File: config.mk
export PLATFORM = sky130hd
export DESIGN_NAME = hazard_scoreboard
export DESIGN_NICKNAME = d
export VERILOG_FILES = /design/src/rtl/hazard_pkg.sv /design/src/rtl/hazard_sb_shift.sv /design/src/rtl/hazard_scoreboard.sv
export SDC_FILE = /design/constraint.sdc
export NUM_CORES = 1
export LEC_CHECK = 0
export BUFFER_PORTS_ARGS = -buffer_cell sky130_fd_sc_hd__buf_2
export CORE_MARGIN = 5
export CORE_UTILIZATION = 50
export CTS_BUF_LIST = sky130_fd_sc_hd__clkbuf_4 sky130_fd_sc_hd__clkbuf_8
export DETAILED_ROUTE_END_ITERATION = 10
export PLACE_DENSITY = 0.74
export RECOVER_POWER = 50
export SKIP_LAST_GASP = 1
export SYNTH_ARGS = -nofsm -noshare
export SYNTH_HDL_FRONTEND = slang
export SYNTH_HIERARCHICAL = 1
export SYNTH_SLANG_ARGS = --single-unit
File: constraint.sdc
create_clock -name clk -period 6.1 [get_ports clk]
set_input_delay 1.525 -clock clk [delete_from_list [all_inputs] [get_ports clk]]
set_output_delay 1.525 -clock clk [all_outputs]
set_load 0.01 [all_outputs]
File: src/rtl/hazard_pkg.sv
// Shared types for the hazard scoreboard.
// sb_entry_t describes one in-flight instruction as the scoreboard sees it.
// The FWD_* constants are the EX operand-mux select codes.
// hz_action_t names the hazard decision taken for the current cycle.
package hazard_pkg;

    // Register fields are stored at this fixed width. Narrower addresses are
    // zero-extended, so the struct does not depend on REG_AW.
    localparam int SB_RD_W = 8;

    localparam int FWD_RF    = 0;
    localparam int FWD_EXMEM = 1;
    localparam int FWD_MEMWB = 2;

    typedef struct packed {
        logic               valid;
        logic [SB_RD_W-1:0] rd;
        logic               reg_write;
        logic               is_load;
        logic               is_ctrl;
    } sb_entry_t;

    localparam sb_entry_t SB_EMPTY = '0;

    typedef enum logic [2:0] {
        ACT_RESET,
        ACT_BUSY,
        ACT_FLUSH,
        ACT_STALL,
        ACT_CTRL,
        ACT_RUN
    } hz_action_t;

    // An older instruction produces a register that ID reads.
    // Writes to x0 never count as a hit.
    function automatic logic entry_hits(input sb_entry_t e,
                                        input logic [SB_RD_W-1:0] rs,
                                        input logic used);
        return e.valid && e.reg_write && (e.rd == rs) && (e.rd != '0) && used;
    endfunction

endpackage

File: src/rtl/hazard_sb_shift.sv
// Scoreboard shift register: entry[0] = EX, entry[PIPE_DEPTH-1] = WB.
// Ports:
//   clk, rst      clock, synchronous active-low reset
//   en            advance the pipeline by one stage
//   bubble        load an empty entry into EX instead of id_entry
//   clear0        kill the instruction leaving EX (wrong-path flush)
//   id_entry      descriptor of the instruction currently in ID
//   entries       all in-flight entries
module hazard_sb_shift
    import hazard_pkg::*;
#(
    parameter int PIPE_DEPTH = 3
) (
    input  logic                       clk,
    input  logic                       rst,
    input  logic                       en,
    input  logic                       bubble,
    input  logic                       clear0,
    input  sb_entry_t                  id_entry,
    output sb_entry_t [PIPE_DEPTH-1:0] entries
);

    always_ff @(posedge clk) begin
        if (!rst) begin
            entries <= '0;
        end else if (en) begin
            entries[0] <= bubble ? SB_EMPTY : id_entry;
            entries[1] <= clear0 ? SB_EMPTY : entries[0];
            for (int i = 2; i < PIPE_DEPTH; i++) begin
                entries[i] <= entries[i-1];
            end
        end
    end

endmodule

File: src/rtl/hazard_scoreboard.sv
// Hazard unit for the 5-stage RV32 pipeline.
// Inputs:
//   clk, rst                  clock, synchronous active-low reset
//   id_*                      decoded fields of the ID instruction
//   redirect                  taken branch or jump resolved in MEM
//   mem_busy                  data memory wait
// Outputs:
//   en_IF/en_IFID/en_pipe     stage enables
//   NOP_IFID/NOP_IDEX         bubble inserts
//   fwd_rs1_sel/fwd_rs2_sel   registered EX operand selects
//                             (0 = RF, 1 = EX/MEM, 2 = MEM/WB)
//   stall_cnt/flush_cnt       saturating performance counters
module hazard_scoreboard
    import hazard_pkg::*;
#(
    parameter  int REG_AW     = 5,
    parameter  int PIPE_DEPTH = 3,
    parameter  int FWD_EN     = 1,
    parameter  int CTRL_MODE  = 0,
    parameter  int CNT_W      = 32,
    localparam int SEL_W      = $clog2(PIPE_DEPTH)
) (
    input  logic              clk,
    input  logic              rst,
    input  logic              id_valid,
    input  logic [REG_AW-1:0] id_rs1_addr,
    input  logic [REG_AW-1:0] id_rs2_addr,
    input  logic              id_rs1_used,
    input  logic              id_rs2_used,
    input  logic [REG_AW-1:0] id_rd_addr,
    input  logic              id_reg_write,
    input  logic              id_is_load,
    input  logic              id_is_ctrl,
    input  logic              redirect,
    input  logic              mem_busy,
    output logic              en_IF,
    output logic              en_IFID,
    output logic              en_pipe,
    output logic              NOP_IFID,
    output logic              NOP_IDEX,
    output logic [SEL_W-1:0]  fwd_rs1_sel,
    output logic [SEL_W-1:0]  fwd_rs2_sel,
    output logic [CNT_W-1:0]  stall_cnt,
    output logic [CNT_W-1:0]  flush_cnt
);

    sb_entry_t [PIPE_DEPTH-1:0] entries;
    sb_entry_t                  id_entry;
    logic [SB_RD_W-1:0]         rs1;
    logic [SB_RD_W-1:0]         rs2;
    logic [PIPE_DEPTH-2:0]      hit1;
    logic [PIPE_DEPTH-2:0]      hit2;
    logic                       data_stall;
    logic                       ctrl_pending;
    logic [SEL_W-1:0]           rs1_sel_next;
    logic [SEL_W-1:0]           rs2_sel_next;
    hz_action_t                 action;

    // The WB entry and some flags of older entries are tracked but never compared.
    logic unused_entry_bits;
    assign unused_entry_bits = ^entries;

    assign rs1 = SB_RD_W'(id_rs1_addr);
    assign rs2 = SB_RD_W'(id_rs2_addr);

    assign id_entry.valid     = id_valid;
    assign id_entry.rd        = SB_RD_W'(id_rd_addr);
    assign id_entry.reg_write = id_reg_write;
    assign id_entry.is_load   = id_is_load;
    assign id_entry.is_ctrl   = id_is_ctrl;

    hazard_sb_shift #(
        .PIPE_DEPTH (PIPE_DEPTH)
    ) u_sb (
        .clk      (clk),
        .rst      (rst),
        .en       (en_pipe),
        .bubble   (NOP_IDEX),
        .clear0   (action == ACT_FLUSH),
        .id_entry (id_entry),
        .entries  (entries)
    );

    // The WB entry is excluded: the register file writes before ID reads.
    always_comb begin
        hit1 = '0;
        hit2 = '0;
        for (int i = 0; i < PIPE_DEPTH - 1; i++) begin
            hit1[i] = id_valid && entry_hits(entries[i], rs1, id_rs1_used);
            hit2[i] = id_valid && entry_hits(entries[i], rs2, id_rs2_used);
        end
    end

    // Walk from oldest to youngest so that the youngest producer wins.
    always_comb begin
        rs1_sel_next = SEL_W'(FWD_RF);
        rs2_sel_next = SEL_W'(FWD_RF);
        if (FWD_EN != 0) begin
            for (int i = PIPE_DEPTH - 2; i >= 0; i--) begin
                if (hit1[i]) rs1_sel_next = SEL_W'(FWD_EXMEM + i);
                if (hit2[i]) rs2_sel_next = SEL_W'(FWD_EXMEM + i);
            end
        end
    end

    // With forwarding, only a load in EX cannot be bypassed in time.
    assign data_stall = (FWD_EN != 0) ? ((hit1[0] | hit2[0]) & entries[0].is_load)
                                      : ((|hit1) | (|hit2));

    // A branch stays pending until it reaches MEM, where redirect resolves it.
    always_comb begin
        ctrl_pending = id_valid & id_is_ctrl;
        for (int i = 0; i <= PIPE_DEPTH - 3; i++) begin
            ctrl_pending = ctrl_pending | (entries[i].valid & entries[i].is_ctrl);
        end
    end

    always_comb begin
        if (!rst) begin
            action = ACT_RESET;
        end else if (mem_busy) begin
            action = ACT_BUSY;
        end else if ((CTRL_MODE == 1) && redirect) begin
            action = ACT_FLUSH;
        end else if (data_stall) begin
            action = ACT_STALL;
        end else if ((CTRL_MODE == 0) && ctrl_pending) begin
            action = ACT_CTRL;
        end else begin
            action = ACT_RUN;
        end
    end

    always_comb begin
        en_IF    = 1'b1;
        en_IFID  = 1'b1;
        en_pipe  = 1'b1;
        NOP_IFID = 1'b0;
        NOP_IDEX = 1'b0;
        case (action)
            ACT_BUSY: begin
                en_IF   = 1'b0;
                en_IFID = 1'b0;
                en_pipe = 1'b0;
            end
            ACT_FLUSH: begin
                NOP_IFID = 1'b1;
                NOP_IDEX = 1'b1;
            end
            ACT_STALL: begin
                en_IF    = 1'b0;
                en_IFID  = 1'b0;
                NOP_IDEX = 1'b1;
            end
            ACT_CTRL: begin
                en_IF    = 1'b0;
                NOP_IFID = 1'b1;
            end
            default: begin
            end
        endcase
    end

    // Selects follow the instruction into EX; a bubble carries the RF select.
    always_ff @(posedge clk) begin
        if (!rst) begin
            fwd_rs1_sel <= SEL_W'(FWD_RF);
            fwd_rs2_sel <= SEL_W'(FWD_RF);
        end else if (en_pipe) begin
            if (NOP_IDEX) begin
                fwd_rs1_sel <= SEL_W'(FWD_RF);
                fwd_rs2_sel <= SEL_W'(FWD_RF);
            end else begin
                fwd_rs1_sel <= rs1_sel_next;
                fwd_rs2_sel <= rs2_sel_next;
            end
        end
    end

    always_ff @(posedge clk) begin
        if (!rst) begin
            stall_cnt <= '0;
            flush_cnt <= '0;
        end else begin
            if ((action == ACT_STALL) && (stall_cnt != '1)) begin
                stall_cnt <= stall_cnt + CNT_W'(1);
            end
            if ((action == ACT_FLUSH) && (flush_cnt != '1)) begin
                flush_cnt <= flush_cnt + CNT_W'(1);
            end
        end
    end

endmodule

* Yosys cells after proc, flatten, opt, wreduce, memory -nomap -nowiden
Cells that the tools add are included. Widths: inputs -> output; s select.
Cells by class: add/sub/neg operators 2, equal/unequal tests 10, mux-type cells 17, bitwise operators 5, reductions and logical operators 26
Operator list (number):
- $add 32x1->32 const B | 2
- $ne 32x32->1 const B | 2
- $eq 8x5->1 | 4
- $mux 12 | 2
- $logic_and 1x1->1 | 20
- $reduce_bool 8->1 | 2
- $mux 2 | 6
- $mux 3 | 3
- $eq 3x2->1 const B | 2
- $mux 1 | 6
- $reduce_or 2->1 | 3
- $and 1x1->1 | 3
- $eq 3x1->1 const B | 1
- $eq 3x3->1 const B | 1
- $reduce_or 3->1 | 1
- $or 1x1->1 | 2
Word-level totals: flip-flop bits (word level) 90, input bits 25, output and inout port bits 73

* Depth between registers and ports, before layout
Gate-level depths: netlist (run 1).
depth in word-level cells 14, depth in mapped cells 8, mapped depth without buffers 6

* Hierarchy
Netlist (run 1), hierarchy kept.
Modules (own cells, without submodules):
- hazard_scoreboard | times used 1, cells an instance 343, area an instance 3024.2 µm², seq. area each 1361.3 µm²
- hazard_sb_shift | times used 1, cells an instance 134, area an instance 1417.6 µm², seq. area each 720.7 µm²

* Least setup slack after synthesis (run 1)
No wires, ideal clock.
path type input to output, start input id_rs2_addr[0], end output en_IF, arrival time 3004 ps, required time 4575 ps, path slack 1571 ps, cell stages on the path 7, path buffers 1, cells stage by stage xnor2_1 nand4_1 or3_1 buf_2 a211oi_1 a21oi_1 nor2b_1
On the way: longest elaborated chain between the ends 13, elaborated cells on any way between the ends 15, classes of those cells eq/ne: 4; mux: 4; bitwise: 2; reduce/logical: 5
RTL lines:
- start: declaration | line hazard_scoreboard.sv:27 | input logic [REG_AW-1:0] id_rs2_addr,
- $eq 8x5->1 * | line hazard_pkg.sv:39 | return e.valid && e.reg_write && (e.rd == rs) && (e.rd != '0) && used;
- $logic_and 1x1->1 * (3 in series) | line hazard_pkg.sv:39
- $logic_and 1x1->1 * | line hazard_scoreboard.sv:90 | hit2[i] = id_valid && entry_hits(entries[i], rs2, id_rs2_used);
- $or 1x1->1 * | line hazard_scoreboard.sv:107 | assign data_stall = (FWD_EN != 0) ? ((hit1[0] | hit2[0]) & entries[0].is_load)
- $and 1x1->1 * | line hazard_scoreboard.sv:107
- $mux 3 * | line hazard_scoreboard.sv:125 | end else if (data_stall) begin
- $mux 3 * | line hazard_scoreboard.sv:121 | end else if (mem_busy) begin
- $mux 3 * | line hazard_scoreboard.sv:119 | if (!rst) begin
- $eq 3x2->1, or another cell as far along | line hazard_scoreboard.sv:140 | case (action)
- $reduce_or 3->1 (no source line) *
- $mux 1 * | line hazard_scoreboard.sv:140
- end: declaration | line hazard_scoreboard.sv:36 | output logic en_IF,
Mark *: on every way between the ends. The rest lies on a longest branch, timed or not.

* Final worst setup path (run 1)
start input id_rs2_addr[1], end output en_IF
Same word-level chain as after synthesis.

==> reports/qor.csv, run 1 <==
metric;value;unit
status;finished, final reports clean;
dp_hpwl;6400;um
drtIter0Drc;167;
final_cells;625;
cts_max_level;3;
die_h;98.7;um
reg2regPathDepth;6;
row_count;32;
mostFrequentLayoutCells;dfxtp_1, buf_2, clkbuf_1, nand2_1, a21oi_1;
yosys_warnings;6;
cts_tree;done;
drive_gt1_share;13.6;%
cap_violations;0;
core;7690;um2
grtUsageTotal;18.4;%
route.antenna.remaining_nets;0;
hold_viol;0;
grt_max_degree;89;
vias_per_cell;5.46;
hold_buffers;0;
syn_area_per_cell;9.04;um2
worst-path-max-fanout;8;
numCtsBuffers;9;
fillers;750;
final.setup.worst_slack;1.38;ns
wl_per_cell;14.5;um
cts.sinks;90;
pin_count;98;
required;4.58;ns
vias;3410;
start_kind;input port;
endpoint_kind;output port;
hold_depth;1;
postCtsSetupRepairBufs;0;
dieArea;9740;um2
portBuffers;96;
dp_slack;1.39;ns
hold_start;flush_cnt[12];
cts_buffer_depth;2;
worst_pin_slew;0.855;ns
clk_pin_slew;0.09;ns
fmax;0.212;GHz
power_leakage;0.00172;uW
n_antenna_cell;0;
ir_worst_vdd;0.154;mV
final.setup_skew;0.0147;ns
tns;0;ns
clock_latency;0.36;ns
reg2reg_setup_slack;3.33;ns
cp.arrival;3.19;ns
routed_wl;9080;um
antenna_found_initial;0;
gp_congestion;0.970;
slew_violations;0;
finalSetupViolCount;0;
synthCells;435;
dp_cells;609;
fin_crit;4.72;ns
period_share;77.4;%
grt_overflow;0;
clockRootBuffer;clkbuf_8;
reg2reg_to;stall_cnt[19];
final_common_cell;dfxtp_1;
drcViolationCount;0;
start_util;51.2;%
grt_setup_unrepaired;no;
p_per_area;227;nW/um2
grt_pass1_vias;3190;
timing.slew.headroom;43.0;%
die_width;98.7;um
path_class;in2out;
grt_first_pass_wirelength;14800;um
cts.repair.resized;0;
hp-class;reg2reg;
nets;544;
synth_area;3930;um2
area_delta_synth_final;15.3;%
hold_end;flush_cnt[12];
first_pass_iters;4;
r2r-start;u_sb/entries[3];
-- power breakdown --
group / internal (uW) / switching [uW]
registers: 594 / 8.47
logic: 24.5 / 34.4
clock network: 151 / 218
total: 769 / 261
-- per-layer routing --
layer | part of all wire (%) | GRT usage [%]
met1 | 45 | 23.0
met2 | 48 | 30.2
met3 | 4.9 | 4.18
met4 | 2.3 | 8.30
met5 | 0 | 0
-- stage by stage --
step                      hold slack, ns  area [um2]  total power [uW]  util (%)
after global routing               0.486        4540              1080      59.0
final                              0.462        4540              1030      59.0
after floorplan                    0.453        3950               658         -
after CTS                          0.464        4600              1040      59.8
after global placement             0.436        4420               673      57.5
after detailed placement           0.438        4420               675      57.5
-- critical path, cell delays in order --
cell	delay (ns)
buf_2	0.12
xnor2_1	0.18
nand4_1	0.13
or3_1	0.51
a211oi_1	0.33
a21oi_1	0.10
nor2b_1	0.16
buf_2	0.14
-- worst max path at each step --
stage	end	startpoint	slack (ns)
after floorplan	en_IF	id_rs2_addr[0]	1.57
after global placement	en_IF	id_rs2_addr[0]	1.48
after detailed placement	en_IF	id_rs2_addr[1]	1.39
after CTS	en_IF	id_rs2_addr[1]	1.40
after global routing	en_IF	id_rs2_addr[1]	1.26
final	en_IF	id_rs2_addr[1]	1.38
-- registers in the layout, summed over array words and instances, names as in the netlist --
register and cells:
fwd_rs1_sel 2, u_sb/entries 22, fwd_rs2_sel 2, flush_cnt 32, stall_cnt 32
-- cell type report --
class / count / area (um2) / share of cell area [%]
multi-input combinational: 314 / 1970 / 43.5
sequential: 90 / 1800 / 39.7
timing repair buffer: 99 / 444 / 9.79
tap: 102 / 128 / 2.81
clock buffer: 9 / 124 / 2.73
clock inverter: 7 / 52.6 / 1.16
inverter: 4 / 15.0 / 0.331
No activity file was read; power rests on OpenSTA's default activity.
==> run 2: changes to the inputs <==
- clock period: 6.1 -> 4.9 ns (I/O delays scaled with it)
==> reports/qor.csv, run 2 (same netlist as run 1, synthesis figures left out) <==
metric;value;unit;change
status;finished, final reports clean;;
wl_per_cell;14.1;um;-2.7%
cts_buffer_depth;2;;unchanged
final.setup_skew;0.00893;ns;-0.00575 ns
slew_violations;0;;unchanged
postCtsSetupRepairBufs;0;;unchanged
endpoint_kind;output port;;
final.setup.worst_slack;0.729;ns;-0.652 ns
hold_depth;1;;unchanged
cts_tree;done;;
timing.slew.headroom;15.6;%;-27 points
cts.sinks;90;;unchanged
crit_slowest_cell;clkbuf_1;;
tns;0;ns;unchanged
crit_path_frequent_cell;clkbuf_1;;
n_antenna_cell;0;;unchanged
die_h;98.7;um;unchanged
reg2reg_setup_slack;2.13;ns;-1.20 ns
cts_max_level;3;;unchanged
first_pass_iters;5;;+1
reg2reg_to;stall_cnt[19];;
grt_setup_unrepaired;no;;
final_common_cell;dfxtp_1;;
hold_end;flush_cnt[26];;
mostFrequentLayoutCells;dfxtp_1, buf_2, nand2_1, clkbuf_1, and2_1;;
vias_per_cell;5.44;;-0.31%
period_share;85.1;%;
drcViolationCount;0;;unchanged
grt_max_degree;54;;-39%
critPathMaxStageDelay;0.93;ns;+0.42 ns
grt_first_pass_wirelength;14900;um;+0.61%
required;3.67;ns;-0.91 ns
clk_pin_slew;0.09;ns;about the same
nets;545;;+0.18%
worst_pin_slew;1.27;ns;+0.410 ns
r2r-start;u_sb/entries[3];;
grt_overflow;0;;unchanged
pin_count;98;;unchanged
p_per_area;287;nW/um2;+27%
drive_gt1_share;15.3;%;+1.7 points
fmax;0.240;GHz;
portBuffers;96;;unchanged
antenna_found_initial;0;;unchanged
dieArea;9740;um2;unchanged
reg2regPathDepth;6;;unchanged
clockRootBuffer;clkbuf_8;;
cts.repair.resized;0;;unchanged
drtIter0Drc;135;;-19%
path_class;in2out;;
crit_family;buffers and inverters;;
hold_viol;0;;unchanged
grtUsageTotal;18.5;%;+0.12 points
die_width;98.7;um;unchanged
fin_crit;4.17;ns;
top_regs;flush_cnt x32, stall_cnt x32, u_sb/entries x22;;
dp_hpwl;6350;um;-0.74%
area_delta_synth_final;16.1;%;
cp.arrival;2.95;ns;-0.24 ns
vias;3405;;-0.15%
row_count;32;;unchanged
numCtsBuffers;9;;unchanged
hp-class;reg2reg;;
start_util;51.2;%;unchanged
path_buf_inv;4;;+2
power_leakage;0.00176;uW;+2.7%
route.antenna.remaining_nets;0;;unchanged
hold_buffers;0;;unchanged
gp_congestion;0.987;;+1.7%
routed_wl;8840;um;-2.6%
clock_latency;0.36;ns;about the same
dp_slack;0.790;ns;-0.602 ns
cp_cell_sequence;clkbuf_1 > buf_4 > nand2_1 > clkbuf_1 > buf_2;;
grt_pass1_vias;3144;;-1.4%
fillers;700;;-6.7%
hold_start;flush_cnt[26];;
finalSetupViolCount;0;;unchanged
worst-path-max-fanout;43;;+35
ir_worst_vdd;0.165;mV;+7.3%
cap_violations;0;;unchanged
core;7690;um2;unchanged
start_kind;input port;;
run 2: cell count changes in the layout (fill, tap and decap cells not counted), sizes merged:
cell / delta
buf: +9
clkbuf: -8
clkinv: -4
clkinvlp: +1
inv: +3
run 2: per-stage QoR:
step | util, % | hold slack, ns | std cells | power, uW | cell area [um2]
2_1_floorplan | - | 0.453 | 438 | 819 | 3950
5_1_grt | 59.4 | 0.495 | 626 | 1370 | 4570
3_5_place_dp | 57.6 | 0.438 | 610 | 841 | 4430
3_3_place_gp | 57.6 | 0.436 | 610 | 838 | 4430
4_1_cts | 60.1 | 0.467 | 626 | 1330 | 4620
6_report | 59.4 | 0.464 | 626 | 1310 | 4570
run 2: final cells by class:
| cell class | instances | area, um2 | share of cell area [%] |
|---|---|---|---|
| clock buffer | 9 | 124 | 2.71 |
| clock inverter | 7 | 66.3 | 1.45 |
| inverter | 4 | 15.0 | 0.329 |
| multi-input combinational | 314 | 1970 | 43.2 |
| sequential | 90 | 1800 | 39.5 |
| tap | 102 | 128 | 2.80 |
| timing repair buffer | 100 | 459 | 10.1 |
run 2: worst reg2reg max path, cell delays in order (launching register included):
cell,delay (ns)
dfxtp_1,0.48
xnor2_1,0.16
nand4_1,0.12
or3_1,0.51
a211o_1,0.67
or4_1,0.62
a21oi_1,0.15
run 2: routing by layer:
layer  up-vias  routed length [um]  GRT usage, %
met1      1593                3950          24.1
met5         -                   0             0
li1       1710                   -             -
met3        16                 449          3.82
met2        86                4270          30.0
met4         0                 175          7.35
run 2: worst max-delay path by stage:
stage                         from       to  slack (ns)  cells after the start
floorplan           id_rs2_addr[0]    en_IF        0.97                      7
global placement    id_rs2_addr[0]    en_IF        0.85                      8
detailed placement  id_rs2_addr[2]    en_IF        0.79                      8
CTS                 id_rs2_addr[2]    en_IF        0.79                      8
global route                   rst  en_pipe        0.56                      5
finish                         rst  en_pipe        0.73                      5
run 2: power by group:
group / internal, uW / switching [uW] / total (uW)
clock network: 198 / 290 / 488
registers: 740 / 10.3 / 750
logic: 30.8 / 42.7 / 73.5
total: 969 / 343 / 1310
